===== config.mk =====
export PLATFORM = sky130hd
export DESIGN_NAME = escalonador_elevador
export DESIGN_NICKNAME = d
export VERILOG_FILES = /design/src/rtl/escalonador_elevador.sv
export SDC_FILE = /design/constraint.sdc
export NUM_CORES = 1
export LEC_CHECK = 0
export ABC_AREA = 1
export BUFFER_PORTS_ARGS = -buffer_cell sky130_fd_sc_hd__buf_4
export CORE_MARGIN = 4
export CORE_UTILIZATION = 55
export CTS_CLUSTER_DIAMETER = 150
export CTS_CLUSTER_SIZE = 12
export DETAILED_ROUTE_END_ITERATION = 8
export GPL_TIMING_DRIVEN = 0
export PLACE_DENSITY = 0.92
export SLEW_MARGIN = 10
export SYNTH_ARGS = -nofsm -noshare
export SYNTH_HDL_FRONTEND = slang
export SYNTH_SLANG_ARGS = --single-unit

===== constraint.sdc =====
create_clock -name clock -period 3.9 [get_ports clock]
set_input_delay 0.78 -clock clock [delete_from_list [all_inputs] [get_ports clock]]
set_output_delay 0.78 -clock clock [all_outputs]
set_load 0.1 [all_outputs]

===== src/rtl/escalonador_elevador.sv =====
// -----------------------------------------------------------------------------
// escalonador_elevador
// SCAN-style elevator scheduler for a single car.
//
// The car keeps travelling in its current direction while requests exist
// beyond it, stops at any requested floor it reaches, and reverses only when
// nothing is pending ahead. Motion and door timing advance on 'tick' (a
// one-clock enable from a slow divided clock). Request latching and stop
// decisions are evaluated on every clock.
//
// Parameters
//   N_ANDARES    number of floors served (0..N_ANDARES-1)
//   T_PORTA      door-open time in ticks (>=1)
// Ports
//   clock        system clock, rising edge
//   reset        asynchronous, active-low reset
//   tick         one-clock pacing pulse for motion and door timing
//   pedido       floor call buttons, one bit per floor
//   andar_atual  current car floor
//   pendentes    registered pending-request vector
//   subindo      car moving up
//   descendo     car moving down
//   porta_aberta door open
//   estado       state code: PARADO=0, SUBINDO=1, DESCENDO=2, PORTA=3
// -----------------------------------------------------------------------------
module escalonador_elevador #(
   parameter int N_ANDARES = 4,
   parameter int T_PORTA   = 3
) (
   input  logic                                            clock,
   input  logic                                            reset,
   input  logic                                            tick,
   input  logic [N_ANDARES-1:0]                            pedido,
   output logic [((N_ANDARES > 1) ? $clog2(N_ANDARES) : 1)-1:0] andar_atual,
   output logic [N_ANDARES-1:0]                            pendentes,
   output logic                                            subindo,
   output logic                                            descendo,
   output logic                                            porta_aberta,
   output logic [1:0]                                      estado
);

   localparam int W = (N_ANDARES > 1) ? $clog2(N_ANDARES) : 1;
   localparam int C = $clog2(T_PORTA + 1);

   typedef enum logic [1:0] {
      PARADO   = 2'd0,
      SUBINDO  = 2'd1,
      DESCENDO = 2'd2,
      PORTA    = 2'd3
   } estado_t;

   estado_t              state_reg, state_next;
   logic [W-1:0]         andar_reg, andar_next;
   logic [N_ANDARES-1:0] pend_reg, pend_next;
   logic [C-1:0]         cnt_reg, cnt_next;
   logic                 dir_reg, dir_next;

   // Per-floor masks relative to the current floor.
   logic [N_ANDARES-1:0] here_mask, above_mask, below_mask;
   logic [N_ANDARES-1:0] clear_mask, porta_mask;
   logic                 pend_here, acima, abaixo, pedido_here;

   genvar gi;
   generate
      for (gi = 0; gi < N_ANDARES; gi++) begin : g_mask
         localparam logic [W-1:0] FLOOR = W'(gi);
         assign here_mask[gi]  = (andar_reg == FLOOR);
         assign above_mask[gi] = (FLOOR > andar_reg);
         assign below_mask[gi] = (FLOOR < andar_reg);
      end
   endgenerate

   assign pend_here   = |(pend_reg & here_mask);
   assign acima       = |(pend_reg & above_mask);
   assign abaixo      = |(pend_reg & below_mask);
   assign pedido_here = |(pedido & here_mask);

   // While the door is open, a call for this floor only holds the door;
   // it never becomes a pending request.
   assign porta_mask = (state_reg == PORTA) ? here_mask : '0;

   always_comb begin
      state_next = state_reg;
      andar_next = andar_reg;
      cnt_next   = cnt_reg;
      dir_next   = dir_reg;
      clear_mask = '0;
      case (state_reg)
         PARADO: begin
            if (pend_here) begin
               state_next = PORTA;
               clear_mask = here_mask;
               cnt_next   = C'(T_PORTA);
            end else if (dir_reg && acima) begin
               state_next = SUBINDO;
            end else if (!dir_reg && abaixo) begin
               state_next = DESCENDO;
            end else if (acima) begin
               state_next = SUBINDO;
               dir_next   = 1'b1;
            end else if (abaixo) begin
               state_next = DESCENDO;
               dir_next   = 1'b0;
            end
         end
         SUBINDO: begin
            // The stop check precedes the tick so a call for the current
            // floor always wins over moving on.
            if (pend_here) begin
               state_next = PORTA;
               clear_mask = here_mask;
               cnt_next   = C'(T_PORTA);
            end else if (!acima) begin
               state_next = PARADO;
            end else if (tick) begin
               andar_next = andar_reg + W'(1);
            end
         end
         DESCENDO: begin
            if (pend_here) begin
               state_next = PORTA;
               clear_mask = here_mask;
               cnt_next   = C'(T_PORTA);
            end else if (!abaixo) begin
               state_next = PARADO;
            end else if (tick) begin
               andar_next = andar_reg - W'(1);
            end
         end
         PORTA: begin
            // A call for this floor reopens/holds the door, even on a tick.
            if (pedido_here) begin
               cnt_next = C'(T_PORTA);
            end else if (tick) begin
               if (cnt_reg <= C'(1)) begin
                  state_next = PARADO;
                  cnt_next   = '0;
               end else begin
                  cnt_next = cnt_reg - C'(1);
               end
            end
         end
         default: state_next = PARADO;
      endcase
      pend_next = (pend_reg | (pedido & ~porta_mask)) & ~clear_mask;
   end

   always_ff @(posedge clock or negedge reset) begin
      if (!reset) begin
         state_reg <= PARADO;
         andar_reg <= '0;
         pend_reg  <= '0;
         cnt_reg   <= '0;
         dir_reg   <= 1'b1;
      end else begin
         state_reg <= state_next;
         andar_reg <= andar_next;
         pend_reg  <= pend_next;
         cnt_reg   <= cnt_next;
         dir_reg   <= dir_next;
      end
   end

   assign andar_atual  = andar_reg;
   assign pendentes    = pend_reg;
   assign estado       = state_reg;
   assign subindo      = (state_reg == SUBINDO);
   assign descendo     = (state_reg == DESCENDO);
   assign porta_aberta = (state_reg == PORTA);

endmodule


==> results.json <==
{
  "status": "finished clean",
  "die-height_microns": 48.98,
  "placed_cells": 166,
  "arrival_ns": 1.50,
  "synth_nets": 151,
  "end_kind": "output port",
  "post-route-period-util_pct": 58.54,
  "r2r_slack_ns": 2.09,
  "crit_type": "register to output port",
  "critPathLaunchType": "register",
  "vias": 924,
  "clock_sinks": 11,
  "required_ns": 3.12,
  "antenna_cells": 0,
  "worst_slew_pin_slew_ns": 0.2944,
  "final_cells": 170,
  "avgSynthCellArea_sq_um": 6.943,
  "drc": 0,
  "crit_fanout": 5,
  "clkTransAtPathRegs_ns": 0.08,
  "cpPeakStageDelay_ns": 0.44,
  "slew_headroom_pct": 80.30,
  "rsz0062_at_grt": "no",
  "worstReg2RegEnd": "estado[1]",
  "skew_ns": 0.003178,
  "antenna_left": 0,
  "gp_congestion": 0.8489,
  "ctsResizeCount": 0,
  "synth-seq-cells": 11,
  "postCtsHoldBufs": 0,
  "synth.distinct_cells": 21,
  "r2r_start": "andar_atual[1]",
  "whs_ns": 0.3293,
  "synth_area_sq_um": 923.4,
  "drive_gt1_share_pct": 20.13,
  "wl_per_cell_microns": 12.94,
  "max-clock-path-buffers": 2,
  "fin_crit_ns": 2.283,
  "syn_to_final_growth_pct": 18.83,
  "io_buffers": 17,
  "ys_warn_count": 0,
  "cts_tree": "yes",
  "max_freq_ghz": 0.4380,
  "antenna_found_initial": 0,
  "cap_violations": 0,
  "startpoint": "estado[0]",
  "hold_viol_final": 0,
  "hold_class": "input port to async pin",
  "io_pins": 18,
  "die_width_microns": 48.98,
  "track_usage_pct": 19.32,
  "first_iter_violations": 15,
  "seq_area_frac_synth_pct": 29.95,
  "finalInstanceArea_sq_um": 1097,
  "cp-endpoint": "descendo",
  "rr_worst_depth": 11,
  "synth_cells": 133,
  "core_sq_um": 1541,
  "first_pass_iters": 5,
  "grt_pass1_vias": 866,
  "fin_setup_tns_ns": 0,
  "dpl_cell_area_sq_um": 1071,
  "nets": 173,
  "cts_buffers": 3,
  "cts_htree_levels": 1,
  "crit_chain": "inv_1, ha_1, buf_4",
  "cpMaxStageDelayCell": "dfrtp_1",
  "cts_root_buffer": "clkbuf_4",
  "maxSlewViolCount": 0,
  "avgViaCountPerCell": 5.435,
  "initial_utilization_pct": 59.90,
  "die_area_sq_um": 2399,
  "largest_reg_flops": 4,
  "fp-row-count": 14,
  "clock_latency_ns": 0.27,
  "grt_pass1_wl_microns": 3719,
  "grt_max_degree": 12,
  "setup_viol": 0,
  "grt-ovfl-total": 0,
  "place_hpwl_microns": 1727,
  "cts_setup_buffers": 0,
  "drt-total-wl_microns": 2199
}
==> how the worst min path moves through the flow <==
stage | start | endpoint | cells past startpoint
5_1_grt | reset | pendentes[3] | 1
3_5_place_dp | dir_reg | dir_reg | 2
6_report | reset | pendentes[3] | 1
3_3_place_gp | dir_reg | dir_reg | 2
2_1_floorplan | dir_reg | dir_reg | 2
4_1_cts | reset | pendentes[3] | 1
==> cells by family (layout without fill, tap and decap cells) <==
| logic type | count (synthesis) | after routing | share of synthesized area [%] |
|---|---|---|---|
| buffers and inverters | 19 | 40 | 7.858 |
| xor gates and xnor gates | 1 | 1 | 0.9487 |
| DFF | 11 | 11 | 29.95 |
| adders and majority gates | 11 | 11 | 14.90 |
| and+or+nand+nor | 75 | 75 | 36.58 |
| AOI/OAI and AO/OA | 16 | 16 | 9.755 |
==> area by class of cell <==
cell class	count	area [sq um]
Buffer	1	5.005
Clock buffer	4	26.28
Fill cell	130	444.2
Timing Repair Buffer	17	127.6
Inverter	18	67.56
Multi-Input combinational cell	103	574.3
Tap cell	16	20.02
Sequential cell	11	276.5
==> through the flow <==
step	setup WS, ns	utilization (%)
2_1_floorplan	1.094	-
3_3_place_gp	1.995	69.48
3_5_place_dp	1.927	69.48
4_1_cts	1.615	71.19
5_1_grt	1.514	71.19
6_report	1.617	71.19
==> cell usage after synthesis, drive strengths merged <==
library cell / instances / area share, %
inv: 18 / 7.3
xnor2: 1 / 0.95
o31ai: 1 / 0.81
nor3: 1 / 0.54
a21oi: 9 / 4.9
dfstp: 1 / 2.8
ha: 11 / 15
nand2: 48 / 21
o21ai: 6 / 4.1
nor2: 15 / 7.9
nand3: 9 / 6.0
nand4: 2 / 1.4
buf: 1 / 0.54
dfrtp: 10 / 27
==> worst max-delay path: cells and delay by family (launching register included) <==
kind | cells | cell delay [ns]
adders and majority gates | 1 | 0.31
buffers and inverters | 2 | 0.49
DFF | 1 | 0.44
==> layout by cell type, fill, tap and decap left out <==
master	count
a21oi_1	9
buf_2	1
buf_4	17
clkbuf_1	1
clkbuf_4	3
dfrtp_1	10
dfstp_2	1
ha_1	11
inv_1	17
inv_2	1
nand2_1	45
nand2_2	2
nand2_4	1
nand3_1	7
nand3_2	2
nand4_1	2
nor2_1	14
nor2_8	1
nor3_1	1
o21ai_0	3
o21ai_1	1
o21ai_2	2
o31ai_1	1
xnor2_1	1
==> routing by layer <==
| metal | vias to the layer above | track usage (%) | share of wire, % |
|---|---|---|---|
| met1 | 421 | 24.06 | 43 |
| met2 | 35 | 32.17 | 48 |
| met5 | - | 0 | 0 |
| met3 | 6 | 3.670 | 6.4 |
| li1 | 462 | - | - |
| met4 | 0 | 8.072 | 2.0 |
Power is left out: the tool's default activity adds up to more than one toggle a clock period on the data nets, which glitch-free logic cannot reach.
